**src/rtl/usbh_rx_data_checker.sv**
```systemverilog
// USB host receive checker: validates PID, forwards payload with the two CRC
// bytes stripped, and checks the data CRC16 residual at end of packet.

module usbh_crc16 (
  input  logic [15:0] crc_i,
  input  logic [7:0]  data_i,
  output logic [15:0] crc_o
);
  logic [15:0] c;

  always_comb begin
    c = crc_i ^ {8'h00, data_i};
    for (int unsigned i = 0; i < 8; i++) begin
      if (c[0]) c = (c >> 1) ^ 16'hA001;
      else      c = c >> 1;
    end
    crc_o = c;
  end
endmodule


```
**config.mk**
```make
export PLATFORM = sky130hd
export DESIGN_NAME = usbh_crc16
export DESIGN_NICKNAME = d
export VERILOG_FILES = /design/src/rtl/usbh_rx_data_checker.sv
export SDC_FILE = /design/constraint.sdc
export NUM_CORES = 1
export LEC_CHECK = 0
export ABC_AREA = 0
export CORE_AREA = 2 2 39 41
export DETAILED_ROUTE_END_ITERATION = 16
export DIE_AREA = 0 0 41 43
export MAX_ROUTING_LAYER = met4
export PLACE_DENSITY = 0.78
export RECOVER_POWER = 25
export SLEW_MARGIN = 20
export SYNTH_ARGS = -nofsm -noshare
export SYNTH_HDL_FRONTEND = slang
export SYNTH_SLANG_ARGS = --single-unit
```
**constraint.sdc**
```tcl
create_clock -name vclk -period 3.3
set_clock_uncertainty 0.2 [all_clocks]
set_input_delay 0.33 -clock vclk [all_inputs]
set_output_delay 0.33 -clock vclk [all_outputs]
set_load 0.01 [all_outputs]
```
# == After elaboration in Yosys (flattened, before gate mapping) ==
# Cells that the tools add are included.
# word_totals
elab_cells,17
inputBits,24
out_inout_bits,16
ff_bits,0
latchBits,0
ram_bits,0
memories,0
romBits,0
# op_classes
mul,0
shift,0
n_div,0
reduce_logical,0
n_bitwise,9
eq_ne,0
n_mux,8
n_addsub,0
order_cmp,0
# op_table
op,count
16-bit 2-to-1 mux,8
2-bit NOT with 3-bit output,8
16-bit by 8-bit bitwise XOR with 16-bit output,1

# == Logic depth before layout (Yosys ltp) ==
# Gate-level depths: netlist (run 1).
# logic_depth
depth_word,17
ltp_mapped,4

# == Worst setup path after synthesis (run 1) ==
# Ideal clock, no wire load.
# synth_path
path_kind,input to output
startpoint,input data_i[3]
endpoint,output crc_o[0]
cell_stages,4
path_slack_ns,1.268
arrival_time_ns,1.502
path_cell_list,xor2_1 > xnor2_1 > xnor2_2 > xnor3_1
# synth_between
elab_chain_cells,10
# synth_rtl
element,line_no,rtl
from (decl),6,"input logic [7:0] data_i,"
16-bit by 8-bit bitwise XOR with 16-bit output *,12,"c = crc_i ^ {8'h00, data_i};"
16-bit 2-to-1 mux * (2 in series),14,if (c[0]) c = (c >> 1) ^ 16'hA001;
2-bit NOT with 3-bit output (no source line),-,
16-bit 2-to-1 mux * (6 in series),14,
to (decl),7,output logic [15:0] crc_o
# Mark *: on every way between the ends. The rest lies on a longest branch, timed or not.

# == Worst setup path after layout (run 1) ==
# layout_path
startpoint,input crc_i[3]
endpoint,output crc_o[0]
# layout_between
elab_chain_cells,10
# layout_rtl
element,line_no,rtl
from (decl),5,"input logic [15:0] crc_i,"
16-bit by 8-bit bitwise XOR with 16-bit output *,12,
16-bit 2-to-1 mux * (2 in series),14,
2-bit NOT with 3-bit output (no source line),-,
16-bit 2-to-1 mux * (6 in series),14,
# Marks and branches as above.

==> results_dict.tcl, run 1 <==
set metrics [dict create \
    status "finished, final reports clean" \
    diodes 0 \
    start_util_pct 20.5 \
    vias_per_cell 3.80 \
    hold_buffers 0 \
    hp-class "input pin to primary output" \
    wirelength_um 532 \
    multiInputGateArea_um2 246 \
    power_density_nw_per_um2 433 \
    period_share_pct 86.5 \
    max-slew-margin-rel_pct 74.0 \
    worst_ep_arrival_time_ps 2330 \
    nets 80 \
    syn_to_final_growth_pct 99.6 \
    regArea_um2 0 \
    die_h_um 43 \
    vias 266 \
    placed_area_um2 567 \
    grt_max_degree 4 \
    power.total_w 0.000245 \
    yosysTopAreaCellShare_pct 43.2 \
    grt_use_total_pct 7.16 \
    yosys.area_share.simple_pct 0 \
    synthesis.nets 53 \
    cp-start-kind "input pin" \
    setup_tns_ps 0 \
    grt_pass1_vias 255 \
    synth.distinct_cells 5 \
    worst-slew-pin-transition_ps 387 \
    synth_top_family_by_area "XOR/XNOR gates" \
    drcViolationCount 0 \
    ant_nets 0 \
    setup_violations 0 \
    dr.pass1.iters 1 \
    ios 40 \
    cap_violations 0 \
    critPathMaxStageDelay_ps 480 \
    gp_congestion 0.581 \
    met1_length_um 179 \
    cp_slowest_cell "clkdlybuf4s50_1" \
    portBuffers 30 \
    finalInstanceArea_um2 567 \
    synth_fa_ha_area_share_pct 0 \
    path_buf_inv 2 \
    synth_area_per_cell_um2 9.79 \
    synth_area_um2 284 \
    hold_viol_final 0 \
    rsz0062_at_grt "false" \
    top_layer "met3" \
    ys_top_cells_by_area "xnor2_1 43%, xor2_1 19%, xnor2_2 17%, buf_4 13%, xnor3_1 7.9%" \
    post_cts_buffers 0 \
    path_common_cell "clkdlybuf4s50_1" \
    grt_pass1_wl_um 938 \
    power.leakage_nw 0.211 \
    synth_xor_area_share_pct 86.8 \
    grt_remaining_overflow 0 \
    synth-compound-area-share_pct 0 \
    dr_wl_met2_um 301 \
    fill_cells 143 \
    synth_largest_area_cell "xnor2_1" \
    cts_resized 0 \
    yosysWarningCount 0 \
    syn-instance-count 29 \
    die-area_um2 1760 \
    die_w_um 41 \
    required_ps 2770 \
    routed-wl-met3_um 51 \
    wl_per_cell_um 7.60 \
    antenna_found_initial 0 \
    irDropWorstVdd_uv 122 \
    critPathCaptureType "primary output" \
    max_freq_ghz 0.350 \
    crit_path_max_fanout 3 \
    drtIter0Drc 0 \
    slew_violations 0 \
    synthMuxAreaShare_pct 0 \
    ys_seq_area_share_pct 0 \
    clock_buffers 0 \
    critPathTopFamily "XOR/XNOR gates" \
    flops_and_latches 0 \
    cp_cell_sequence "clkdlybuf4s50_1 -> xor2_1 -> xnor2_1 -> xnor2_2 -> xnor3_1 -> clkdlybuf4s50_1" \
    layout-drive-gt1-share_pct 5.56 \
    core-area_um2 1380 \
    path_class "input pin to primary output" \
    period_needed_ps 2860 \
    rows 14 \
]
per-layer routing:
| metal | global-route usage, % | vias up |
|---|---|---|
| met3 | 0 | 0 |
| met5 | - | - |
| met4 | 0 | 0 |
| li1 | - | 134 |
| met2 | 12.2 | 16 |
| met1 | 9.81 | 116 |
final cells by class:
| cell class | count | share of cell area (%) |
|---|---|---|
| multi-input combinational | 24 | 43.5 |
| timing repair buffer | 30 | 53.0 |
| tap | 16 | 3.53 |
synth_stat cells:
| cell type | instances |
|---|---|
| xnor3_1 | 1 |
| xor2_1 | 6 |
| xnor2_1 | 14 |
| xnor2_2 | 3 |
| buf_4 | 5 |
cell usage in the layout (no fill, tap or decap):
cell,n
clkdlybuf4s50_1,30
xnor2_1,14
xor2_1,6
xnor2_2,3
xnor3_1,1
power breakdown:
group          switching [W]  leakage (nW)  total (W)  internal, W
clock network              0             0          0            0
registers                  0             0          0            0
logic              0.0000890         0.211   0.000245     0.000156
cells by family after synthesis:
logic type,count (synthesis)
xor+xnor,24
buf+inv,5
metrics by stage:
step / instances / util [%] / worst slack (ps) / hold slack (ps)
global placement: 70 / 41.0 / 441 / 460
finish: 70 / 41.0 / 444 / 460
global route: 70 / 41.0 / 301 / 460
floorplan: 29 / - / 1270 / 548
CTS: 70 / 41.0 / 414 / 460
detailed placement: 70 / 41.0 / 415 / 460
path summary, 6_finish.rpt:
| check | cells past startpoint | endpoint | slack [ps] | start |
|---|---|---|---|---|
| max | 6 | crc_o[0] | 440 | crc_i[3] |
| min | 0 | crc_o[2] | 460 | crc_i[10] |
Power figures use the tool's default switching activity.
==> run 2, diff against run 1 <==
==> constraint.sdc (replaced) <==
create_clock -name vclk -period 3.3
set_clock_uncertainty 0.2 [all_clocks]
set_input_delay 0.33 -clock vclk [all_inputs]
set_output_delay 0.33 -clock vclk [all_outputs]
set_load 0.005 [all_outputs]
==> results of run 2 <==
The final DEF is identical to that of run 1. Status: finished, final reports clean.
Among the figures that moved: setup slack after placement 415 ps -> 447 ps; setup slack after layout 444 ps -> 478 ps; total power 0.000245 W -> 0.000225 W; worst IR drop on VDD 122 µV -> 111 µV
